===== src/rtl/en_gen_pkg.sv =====
// Shared constants and helpers for the timebase/enable generator.
// Sizing functions are evaluated at elaboration time only.
package en_gen_pkg;

  localparam int MS_PER_S   = 1000;
  localparam int SQ_HALF_MS = 500;

  function automatic int ms_div(input int clk_hz);
    return clk_hz / 1000;
  endfunction

  function automatic int clog2_min1(input int n);
    return (n <= 2) ? 1 : $clog2(n);
  endfunction

endpackage


===== src/rtl/en_div_ch.sv =====
// One programmable divider channel clocked by the 1 ms enable.
// Holds a shadow divisor that becomes active only at the channel wrap.
module en_div_ch
  import en_gen_pkg::*;
#(
  parameter int DIV_W   = 16,
  parameter int DEF_DIV = 500
) (
  input  logic             clk,
  input  logic             rst,
  input  logic             en_i,
  input  logic             we_i,
  input  logic [DIV_W-1:0] val_i,
  output logic             tick_o,
  output logic             sq_o
);

  localparam logic [DIV_W-1:0] DEF = DIV_W'(DEF_DIV);

  logic [DIV_W-1:0] shd_q, shd_d;
  logic [DIV_W-1:0] div_q, div_d;
  logic [DIV_W-1:0] cnt_q, cnt_d;
  logic             sq_q, sq_d;
  logic             tick_q;
  logic             wrap;
  logic             upd;
  logic [DIV_W:0]   half;

  always_comb begin
    shd_d = shd_q;
    div_d = div_q;
    cnt_d = cnt_q;
    sq_d  = sq_q;
    wrap  = 1'b0;
    upd   = 1'b0;
    if (we_i)
      shd_d = val_i;
    // A disabled channel has no wrap to wait for, so load at once.
    if (div_q == '0) begin
      if (we_i) begin
        div_d = val_i;
        cnt_d = '0;
        upd   = 1'b1;
      end
    end else if (en_i) begin
      upd = 1'b1;
      if (cnt_q == div_q - 1'b1) begin
        wrap  = 1'b1;
        cnt_d = '0;
        div_d = shd_d;
      end else begin
        cnt_d = cnt_q + 1'b1;
      end
    end
    half = ({1'b0, div_d} + 1'b1) >> 1;
    if (upd)
      sq_d = (div_d != '0) &&
             ({1'b0, cnt_d} < half);
  end

  always_ff @(posedge clk) begin
    if (rst) begin
      shd_q  <= DEF;
      div_q  <= DEF;
      cnt_q  <= '0;
      sq_q   <= 1'b0;
      tick_q <= 1'b0;
    end else begin
      shd_q  <= shd_d;
      div_q  <= div_d;
      cnt_q  <= cnt_d;
      sq_q   <= sq_d;
      tick_q <= wrap;
    end
  end

  assign tick_o = tick_q;
  assign sq_o   = sq_q;

endmodule


===== src/rtl/en_gen_multi.sv =====
// Timebase: exact 1 ms / 1 s enables, 1 Hz square and
// N_CH programmable divider channels driven by the 1 ms enable.
module en_gen_multi
  import en_gen_pkg::*;
#(
  parameter  int CLK_HZ  = 50_000_000,
  parameter  int N_CH    = 4,
  parameter  int DIV_W   = 16,
  parameter  int DEF_DIV = 500,
  localparam int CH_W    = clog2_min1(N_CH)
) (
  input  logic             clk,
  input  logic             rst,
  input  logic             run,
  input  logic             div_we,
  input  logic [CH_W-1:0]  div_sel,
  input  logic [DIV_W-1:0] div_val,
  output logic             tick_1ms,
  output logic             tick_1s,
  output logic             sq_1hz,
  output logic [N_CH-1:0]  ch_tick,
  output logic [N_CH-1:0]  ch_sq
);

  localparam int MS_DIV = ms_div(CLK_HZ);
  localparam int PW     = clog2_min1(MS_DIV);

  localparam logic [PW-1:0] PRE_MAX = PW'(MS_DIV - 1);
  localparam logic [9:0]    MS_MAX  = 10'(MS_PER_S - 1);
  localparam logic [9:0]    MS_HALF = 10'(SQ_HALF_MS);

  if (CLK_HZ % 1000 != 0) begin : g_bad_clk
    $error("CLK_HZ must be a multiple of 1000");
  end
  if (N_CH < 1 || N_CH > 16) begin : g_bad_nch
    $error("N_CH must be in 1..16");
  end

  logic [PW-1:0] pre_q, pre_d;
  logic [9:0]    ms_q, ms_d;
  logic          sq_q, sq_d;
  logic          t1ms_q, t1s_q;
  logic          tc;

  assign tc = run && (pre_q == PRE_MAX);

  always_comb begin
    pre_d = pre_q;
    ms_d  = ms_q;
    sq_d  = sq_q;
    if (run)
      pre_d = tc ? '0 : pre_q + 1'b1;
    if (tc) begin
      ms_d = (ms_q == MS_MAX) ? '0 : ms_q + 10'd1;
      sq_d = (ms_d < MS_HALF);
    end
  end

  always_ff @(posedge clk) begin
    if (rst) begin
      pre_q  <= '0;
      ms_q   <= '0;
      sq_q   <= 1'b0;
      t1ms_q <= 1'b0;
      t1s_q  <= 1'b0;
    end else begin
      pre_q  <= pre_d;
      ms_q   <= ms_d;
      sq_q   <= sq_d;
      t1ms_q <= tc;
      t1s_q  <= tc && (ms_q == MS_MAX);
    end
  end

  assign tick_1ms = t1ms_q;
  assign tick_1s  = t1s_q;
  assign sq_1hz   = sq_q;

  // Out-of-range selects match no channel and are dropped.
  for (genvar g = 0; g < N_CH; g++) begin : g_ch
    logic we;
    assign we = div_we && (div_sel == CH_W'(g));
    en_div_ch #(
      .DIV_W   (DIV_W),
      .DEF_DIV (DEF_DIV)
    ) u_ch (
      .clk    (clk),
      .rst    (rst),
      .en_i   (tc),
      .we_i   (we),
      .val_i  (div_val),
      .tick_o (ch_tick[g]),
      .sq_o   (ch_sq[g])
    );
  end

endmodule

===== config.mk =====
export PLATFORM = sky130hd
export DESIGN_NAME = en_gen_multi
export DESIGN_NICKNAME = d
export VERILOG_FILES = /design/src/rtl/en_gen_pkg.sv /design/src/rtl/en_div_ch.sv /design/src/rtl/en_gen_multi.sv
export SDC_FILE = /design/constraint.sdc
export NUM_CORES = 1
export LEC_CHECK = 0
export ABC_CLOCK_PERIOD_IN_PS = 10500
export CAP_MARGIN = 20
export CORE_ASPECT_RATIO = 2
export CORE_UTILIZATION = 55
export DETAILED_ROUTE_END_ITERATION = 8
export GPL_ROUTABILITY_DRIVEN = 0
export GPL_TIMING_DRIVEN = 0
export PLACE_DENSITY = 0.74
export SYNTH_ARGS = -nofsm -noshare
export SYNTH_HDL_FRONTEND = slang
export SYNTH_SLANG_ARGS = --single-unit
export TNS_END_PERCENT = 1

===== constraint.sdc =====
create_clock -name clk -period 10.5 [get_ports clk]
set_input_delay 2.1 -clock clk [delete_from_list [all_inputs] [get_ports clk]]
set_output_delay 2.1 -clock clk [all_outputs]
set_load 0.05 [all_outputs]

==> metrics.md <==
| Metric | Value |
|---|---|
| Diode count | `0` |
| Dpl cell area | `16,600 um2` |
| Util after Layout | `60.6%` |
| EDFF count, synth | `0` |
| Crit path time final | `7.90 ns` |
| Core Region | `28,700 um2` |
| NumNets Final | `2,233` |
| Critical path launch point type | `input port` |
| Die W | `123 um` |
| Syn_area_per_cell | `7.68 um2` |
| First-pass GRT wire length | `85,000 um` |
| Synth Cell Area | `16,000 um2` |
| Antenna viol nets, final | `0` |
| Net Count, Synth | `2,186` |
| Via/cell ratio | `6.49` |
| Maximum vdd drop | `0.103 mV` |
| Hold WS | `0.448 ns` |
| Static leakage | `6.65 nW` |
| Largest stage delay, worst path | `0.95 ns` |
| RR Startpoint | `g_ch[1].u_ch.div_q[0]$_SDFF_PP0_` |
| Cell variety after synth | `88` |
| Setup fix buffers added after clock tree synthesis | `0` |
| Post-cts resize count | `0` |
| CTS tree | `built` |
| Synth top area share | `28.7%` |
| Port buffer count | `18` |
| Register area share after synthesis | `28.7%` |
| Worst clock skew | `0.0214 ns` |
| Top cells by area, synth | `dfxtp_1 (29%), ha_1 (6.4%), nand2_1 (5.7%)` |
| RSZ-0062 raised after global routing | `false` |
| CTS Buffer Depth | `3` |
| Initial antenna violation count | `1` |
| Commonest cells after routing, fill and taps aside | `nand2_1 (241), dfxtp_1 (229), nor2_1 (222)` |
| Worst Path Required | `10.94 ns` |
| Period utilization | `75.2%` |
| Outcome | `complete, no violations` |
| Rel. slew slack | `18.0%` |
| CTS Sinks | `229` |
| Largest net degree at the start of global routing | `16` |
| Die height | `243 um` |
| Hold-fix buffers at CTS | `0` |
| FMAX | `127 MHz` |
| Crit path max fanout | `10` |
| I/O pin count | `33` |
| Critical Path, Cell by Cell | `clkdlybuf4s50_1, nand4_1, nor4_2, clkbuf_1, clkbuf_1, clkbuf_1, nand2_1, o31ai_1, ha_1, o21a_1, nor2_1, o31ai_1, a31o_2, a31oi_1, mux2_2` |
| FFs w/ async S/R, synth | `0%` |
| Critical R2R Capture | `g_ch[1].u_ch.sq_o$_SDFFE_PP0P_` |
| Layout cells sized above 1 | `6.53%` |
| Root Buffer | `clkbuf_16` |
| Overflow after GRT | `0` |
| Slew Viols, Final | `0` |
| Leading cell type in the layout, fill and taps excluded | `nand2_1` |
| Worst Setup End Kind | `flip-flop` |
| PwrDens | `104 nW/um2` |
| Final Hold Viols | `0` |
| Vias in the first global route | `16,000` |
| Routed length per instance | `21.6 um` |
| Critical Path Start | `run` |
| Initial drt markers | `1,548` |
| R2R depth | `26` |
| First-pass DRT Iterations | `6` |
| Area growth, synth to finish | `8.87%` |
| Die ar. | `29,800 um2` |
| Clock transition at path regs | `0.07 ns` |
| Register Area | `4580 um2` |
| Via count | `16,300` |
| Worst R2R Setup Slack | `3.75 ns` |
| Worst hold path type | `flip-flop to flip-flop` |
| Setup-failing EPs final | `0` |
| # rows | `88` |
| Initial Util | `55.6%` |
| WS Path Type | `input port to flip-flop` |
| Max capacitance violation total | `0` |
| Gr usage total | `36.9%` |
| DRC | `0` |
| Slowest CP cell | `clkbuf_1` |
| Mapped Cells | `2,082` |
| Design Area, Final | `17,400 um2` |
| Worst Max-Slew Pin Slew | `1.23 ns` |
| Fillers | `2,689` |
| Clk_lat worst skew | `0.56 ns` |
| Worst path arrival time | `8.34 ns` |
| Synth area leader | `dfxtp_1` |
| Worst Setup EP | `g_ch[3].u_ch.sq_o$_SDFFE_PP0P_` |
| Fin Setup TNS | `0 ns` |
| Synth Flop Type | `dfxtp_1` |
| H-tree levels | `1` |
| Total wire length | `54,100 um` |
| Synth warn | `0` |
| Yosys reg bits | `229` |
| DP HPWL | `40,700 um` |
| Multi-input logic area | `10,700 um2` |
| CTS buffer count | `23` |
| Most frequent CP cell | `clkbuf_1` |
[power breakdown]
part	total [mW]	switching (mW)	internal (mW)
logic	0.0750	0.0563	0.0187
clock network	0.850	0.381	0.469
registers	0.883	0.00554	0.878
[synthesized netlist by cell type, drive strengths merged (33+ instances only)]
cell,instances
nand2,241
dfxtp,229
nor2,222
o21ai,124
a21oi,110
clkbuf,87
ha,82
nor2b,82
xor2,80
xnor2,74
nand3,72
nor3,60
nand4,45
or3,42
inv,41
nor4,39
and3,36
buf,36
o31ai,36
nand2b,33
[logic make-up after synthesis]
kind of cell | share of synthesized area (%)
compound gates | 18.0
buf+inv | 4.44
xor+xnor | 8.44
flops | 28.7
mux | 1.05
simple gates | 32.9
fa+ha+maj | 6.42
[layer usage]
| layer | vias to the layer above | GRT usage, % | part of all wire, % |
|---|---|---|---|
| met2 | 805 | 62.0 | 48 |
| li1 | 7570 | - | - |
| met1 | 7567 | 38.7 | 35 |
| met5 | - | 0 | 0 |
| met4 | 0 | 32.8 | 9.7 |
| met3 | 322 | 5.99 | 6.3 |
[sequential cells by signal (all words and copies together) (netlist names)]
name / flops
pre_q: 16
g_ch.u_ch.cnt_q: 64
g_ch.u_ch.div_q: 64
tick_1s: 1
sq_1hz: 1
g_ch.u_ch.tick_o: 4
g_ch.u_ch.shd_q: 64
g_ch.u_ch.sq_o: 4
tick_1ms: 1
ms_q: 10
[through the flow]
step,std cells,worst slack (ns),power [mW]
after floorplan,2082,4.30,0.941
after global placement,2460,2.01,0.972
after detailed placement,2461,2.34,0.974
after CTS,2502,2.89,1.80
after global routing,2505,2.46,1.84
final,2505,2.60,1.81
[cell type report]
type | count | share of cell area (%)
sequential | 229 | 26.3
tap | 360 | 2.59
inverter | 41 | 0.884
clock inverter | 12 | 0.726
multi-input combinational | 1689 | 61.5
clock buffer | 29 | 3.55
timing repair buffer | 22 | 1.24
buffer | 123 | 3.19
[worst min-delay path by stage]
stage,start,end,cells past startpoint
floorplan,g_ch[2].u_ch.shd_q[6]$_SDFF_PP1_,g_ch[2].u_ch.shd_q[6]$_SDFF_PP1_,2
global placement,g_ch[2].u_ch.shd_q[8]$_SDFF_PP1_,g_ch[2].u_ch.shd_q[8]$_SDFF_PP1_,2
detailed placement,g_ch[2].u_ch.shd_q[8]$_SDFF_PP1_,g_ch[2].u_ch.shd_q[8]$_SDFF_PP1_,2
CTS,g_ch[2].u_ch.shd_q[8]$_SDFF_PP1_,g_ch[2].u_ch.shd_q[8]$_SDFF_PP1_,2
global route,g_ch[1].u_ch.shd_q[1]$_SDFF_PP0_,g_ch[1].u_ch.shd_q[1]$_SDFF_PP0_,2
finish,g_ch[2].u_ch.shd_q[8]$_SDFF_PP1_,g_ch[2].u_ch.shd_q[8]$_SDFF_PP1_,2
[critical path: cells and delay by family]
kind	cells	cell delay, ns
adders and majority gates	1	0.28
and+or+nand+nor	4	1.39
AOI/OAI and AO/OA	5	1.09
muxes	1	0.28
buffers and inverters	4	3.18
No activity file was read; power rests on OpenSTA's default activity.
==> RTL change 1 (config.mk and constraints unchanged) <==
The parameter `N_CH` goes from 4 to 3.
--- a/src/rtl/en_gen_multi.sv
+++ b/src/rtl/en_gen_multi.sv
@@ -5,5 +5,5 @@
 #(
   parameter  int CLK_HZ  = 50_000_000,
-  parameter  int N_CH    = 4,
+  parameter  int N_CH    = 3,
   parameter  int DIV_W   = 16,
   parameter  int DEF_DIV = 500,
Interface: changed (resized ch_sq and ch_tick); port bits go from 33 to 31. The function was not compared with the original's and may differ.
==> RTL change 1 against the unedited design <==
  * Power decreased by 23%
  * Sequential cell count fell by 50
  * Combinational power is 19% lower
  * Fmax shrank 8.2%
  * Design area shrank 23%
  * Global-route usage decreased by 0.33 points
  * Area after synthesis is 24% lower
  * Routed wire length down 25%
  * Synthesized cell count decreased by 25%
  * Non-clock buffer count is 27 lower
  * Sequential share of layout area rose by 0.50 points
  * Worst setup slack worse by 710 ps
  * Final cell count down 24%
  * Count of clock-buffer cells in the layout fell by 9
==> RTL change 1: results <==
[run_status]
outcome = completed

[clock_tree]
cts_made_buffers = 17
htree_num_levels = 4
clk_path_buf_depth = 2
clkLatencyLatePin_ps = 460

[logic_synthesis]
yosysSeqAreaShare_pct = 29.5
synth_area_leaders = dfxtp_1 (30%), nand2_1 (6.3%), ha_1 (6.3%)
synthCells = 1565
synth-xor-area-share_pct = 8.82
synth_compound_area_share_pct = 19.5

[drt]
dr.pass1.iters = 8
first_iter_violations = 770
wire_per_inst_um = 21.3

[final_layout]
finalNetCount = 1698
fin_cells = 1900

[worst_setup_path]
crit_family = compound AO/OA/AOI/OAI gates
r2r_slack_ps = 3330
r2r-start = g_ch[2].u_ch.div_q[0]
rr_worst_depth = 24

[grt]
grt_pass1_vias = 12100
antenna_found_initial = 0
track_usage_pct = 36.6

[min_path]
hp-start = g_ch[2].u_ch.shd_q[2]

[placed_design]
portBuffers = 29
dp_slack_ps = 1690
dp_hpwl_um = 31000

[sta]
maxSlewHeadroom_pct = 26.3
-- RTL change 1: changes by cell type after synthesis, moves of 18 or more --
cell	unedited run	this run
and2_1	14	56
nand2_1	241	204
clkbuf_1	86	66
o21ai_0	119	93
xor2_1	80	60
or3_1	42	12
o221ai_1	22	4
ha_1	82	61
a22o_1	4	25
dfxtp_1	229	179
nor2_1	222	126
nor2b_1	82	10
-- RTL change 1: through the flow --
step | total power, W | utilization (%) | cell area, um2 | hold WS, ps
finish | 0.00140 | 61.8 | 13400 | 445
global route | 0.00143 | 61.8 | 13400 | 475
detailed placement | 0.000764 | 59.2 | 12800 | 429
floorplan | 0.000730 | - | 12100 | 410
global placement | 0.000763 | 59.1 | 12800 | 422
CTS | 0.00140 | 61.8 | 13300 | 446
-- RTL change 1: how the worst max path moves through the flow --
stage	startpoint	end	cells after the start
2_1_floorplan	run	g_ch[0].u_ch.sq_o	23
3_3_place_gp	run	g_ch[0].u_ch.sq_o	24
3_5_place_dp	run	g_ch[0].u_ch.sq_o	23
4_1_cts	run	g_ch[0].u_ch.sq_o	23
5_1_grt	run	g_ch[0].u_ch.sq_o	24
6_report	run	g_ch[0].u_ch.sq_o	23
-- RTL change 1: power by group --
group          switching, W  leakage [nW]  internal (W)
clock              0.000304         0.281      0.000344
combinational     0.0000439          3.31     0.0000165
sequential       0.00000433          1.45      0.000686
total              0.000352          5.04       0.00105
-- RTL change 1: final cells by class --
cell class | count | area share [%]
inverter | 32 | 0.900
tap | 273 | 2.56
clock inverter | 11 | 0.881
clock buffer | 20 | 3.42
timing repair buffer | 31 | 2.25
buffer | 87 | 2.80
multi-input combinational | 1267 | 60.3
sequential | 179 | 26.8
-- RTL change 1: per-layer routing --
metal	global-route usage [%]	wire, um
met3	8.68	2920
met1	34.5	13300
met5	0	0
met4	35.6	4260
met2	63.2	20000
==> RTL change 2 (same flow settings) <==
Without the edit above. Make the reset (`rst`) asynchronous in 2 clocked blocks.
--- a/src/rtl/en_div_ch.sv
+++ b/src/rtl/en_div_ch.sv
@@ -59,5 +59,5 @@
   end
 
-  always_ff @(posedge clk) begin
+  always_ff @(posedge clk or posedge rst) begin
     if (rst) begin
       shd_q  <= DEF;
--- a/src/rtl/en_gen_multi.sv
+++ b/src/rtl/en_gen_multi.sv
@@ -57,5 +57,5 @@
   end
 
-  always_ff @(posedge clk) begin
+  always_ff @(posedge clk or posedge rst) begin
     if (rst) begin
       pre_q  <= '0;
Check against the original RTL: same outputs for any inputs over 10 cycles, from zero or initial values and one cycle with rst high; that may be too few to reach the edited logic, so the function may still have changed.
==> RTL change 2 against the unedited design <==
  * Design area down 1.0%
  * Die area shrank 1.8%
  * Area after synthesis down 1.9%
  * Routed wire length shrank 11%
  * Sequential cell count did not move
  * Worst setup slack got worse by 770 ps
  * Via count shrank 11%
  * Utilization rose by 0.76 points
  * Critical endpoint is now g_ch[2].u_ch.sq_o
  * Highest routed layer is now met5
Power is not compared: it rests on default switching activity, and its combinational part moved more than twofold at a synthesized area within 25%.
==> RTL change 2: results <==
[placed_design]
placed_cells = 2222
dp_hpwl_um = 36600
place_area_um2 = 16500

[final_layout]
fillers = 2502
drive_above_1_share_pct = 7.08
area_growth_pct = 9.77

[grt]
grt_max_degree = 120
grt_pass1_vias = 14500

[sta]
clock_skew_ps = 16.3

[run_status]
outcome = completed

[drt]
wire_per_inst_um = 21.4
dr.pass1.iters = 5
met3_length_um = 2300
wl_met1_um = 16600
first_iter_violations = 980
top_layer = met5

[logic_synthesis]
synth_area_leaders = dfrtp_1 (29%), dfstp_2 (8.0%), nand2_1 (7.2%)
synthCells = 1836
syn-num-nets = 1940
ys_top_cells_by_count = nand2_1 (302), dfrtp_1 (181), o21ai_0 (135)
yosysSeqAreaShare_pct = 36.9
async_reset_ff_share_pct = 100

[worst_setup_path]
timing.rr.end = g_ch[2].u_ch.sq_o
rr_worst_depth = 22
r2r-start = g_ch[2].u_ch.div_q[5]
critPathArrivalTime_ps = 9110
crit_path_max_incr_delay_ps = 860
r2r_slack_ps = 3270

[clock_tree]
clkLatencyLatePin_ps = 540
## RTL change 2: power by group
| part | internal (W) | total, W | switching [W] |
|---|---|---|---|
| Sequential | 0.000948 | 0.000976 | 0.0000289 |
| Clock | 0.000477 | 0.000859 | 0.000382 |
| Combinational | 0.0000520 | 0.000157 | 0.000105 |
## RTL change 2: kinds of logic after synthesis
logic type	after synthesis	share of synthesized area, %
AOI/OAI and AO/OA	376	16.0
xor gates and xnor gates	164	9.15
adders and majority gates	82	6.54
buffers and inverters	167	4.31
DFF	229	36.9
muxes	19	1.24
and+or+nand+nor	799	25.9
## RTL change 2: worst min path at each step
stage	startpoint	to	slack [ps]	cells past startpoint
6_report	g_ch[0].u_ch.shd_q[7]	g_ch[0].u_ch.shd_q[7]	470	2
3_3_place_gp	g_ch[3].u_ch.shd_q[15]	g_ch[3].u_ch.shd_q[15]	450	2
3_5_place_dp	g_ch[3].u_ch.shd_q[14]	g_ch[3].u_ch.shd_q[14]	450	2
5_1_grt	g_ch[0].u_ch.shd_q[7]	g_ch[0].u_ch.shd_q[7]	480	2
2_1_floorplan	g_ch[3].u_ch.shd_q[3]	g_ch[3].u_ch.shd_q[3]	430	2
4_1_cts	g_ch[3].u_ch.shd_q[14]	g_ch[3].u_ch.shd_q[14]	470	2
## RTL change 2: area by class of cell
type,instances,share of cell area [%]
clock buffer,30,3.67
multi-input combinational,1440,53.6
inverter,85,1.90
tap,356,2.59
buffer,82,2.08
timing repair buffer,31,1.87
sequential,229,33.6
clock inverter,11,0.726
## RTL change 2: routing by layer
metal	global-route usage [%]	up-vias
met2	60.9	578
met4	29.1	2
met3	4.58	269
li1	-	6708
met1	32.7	6927
met5	0	-
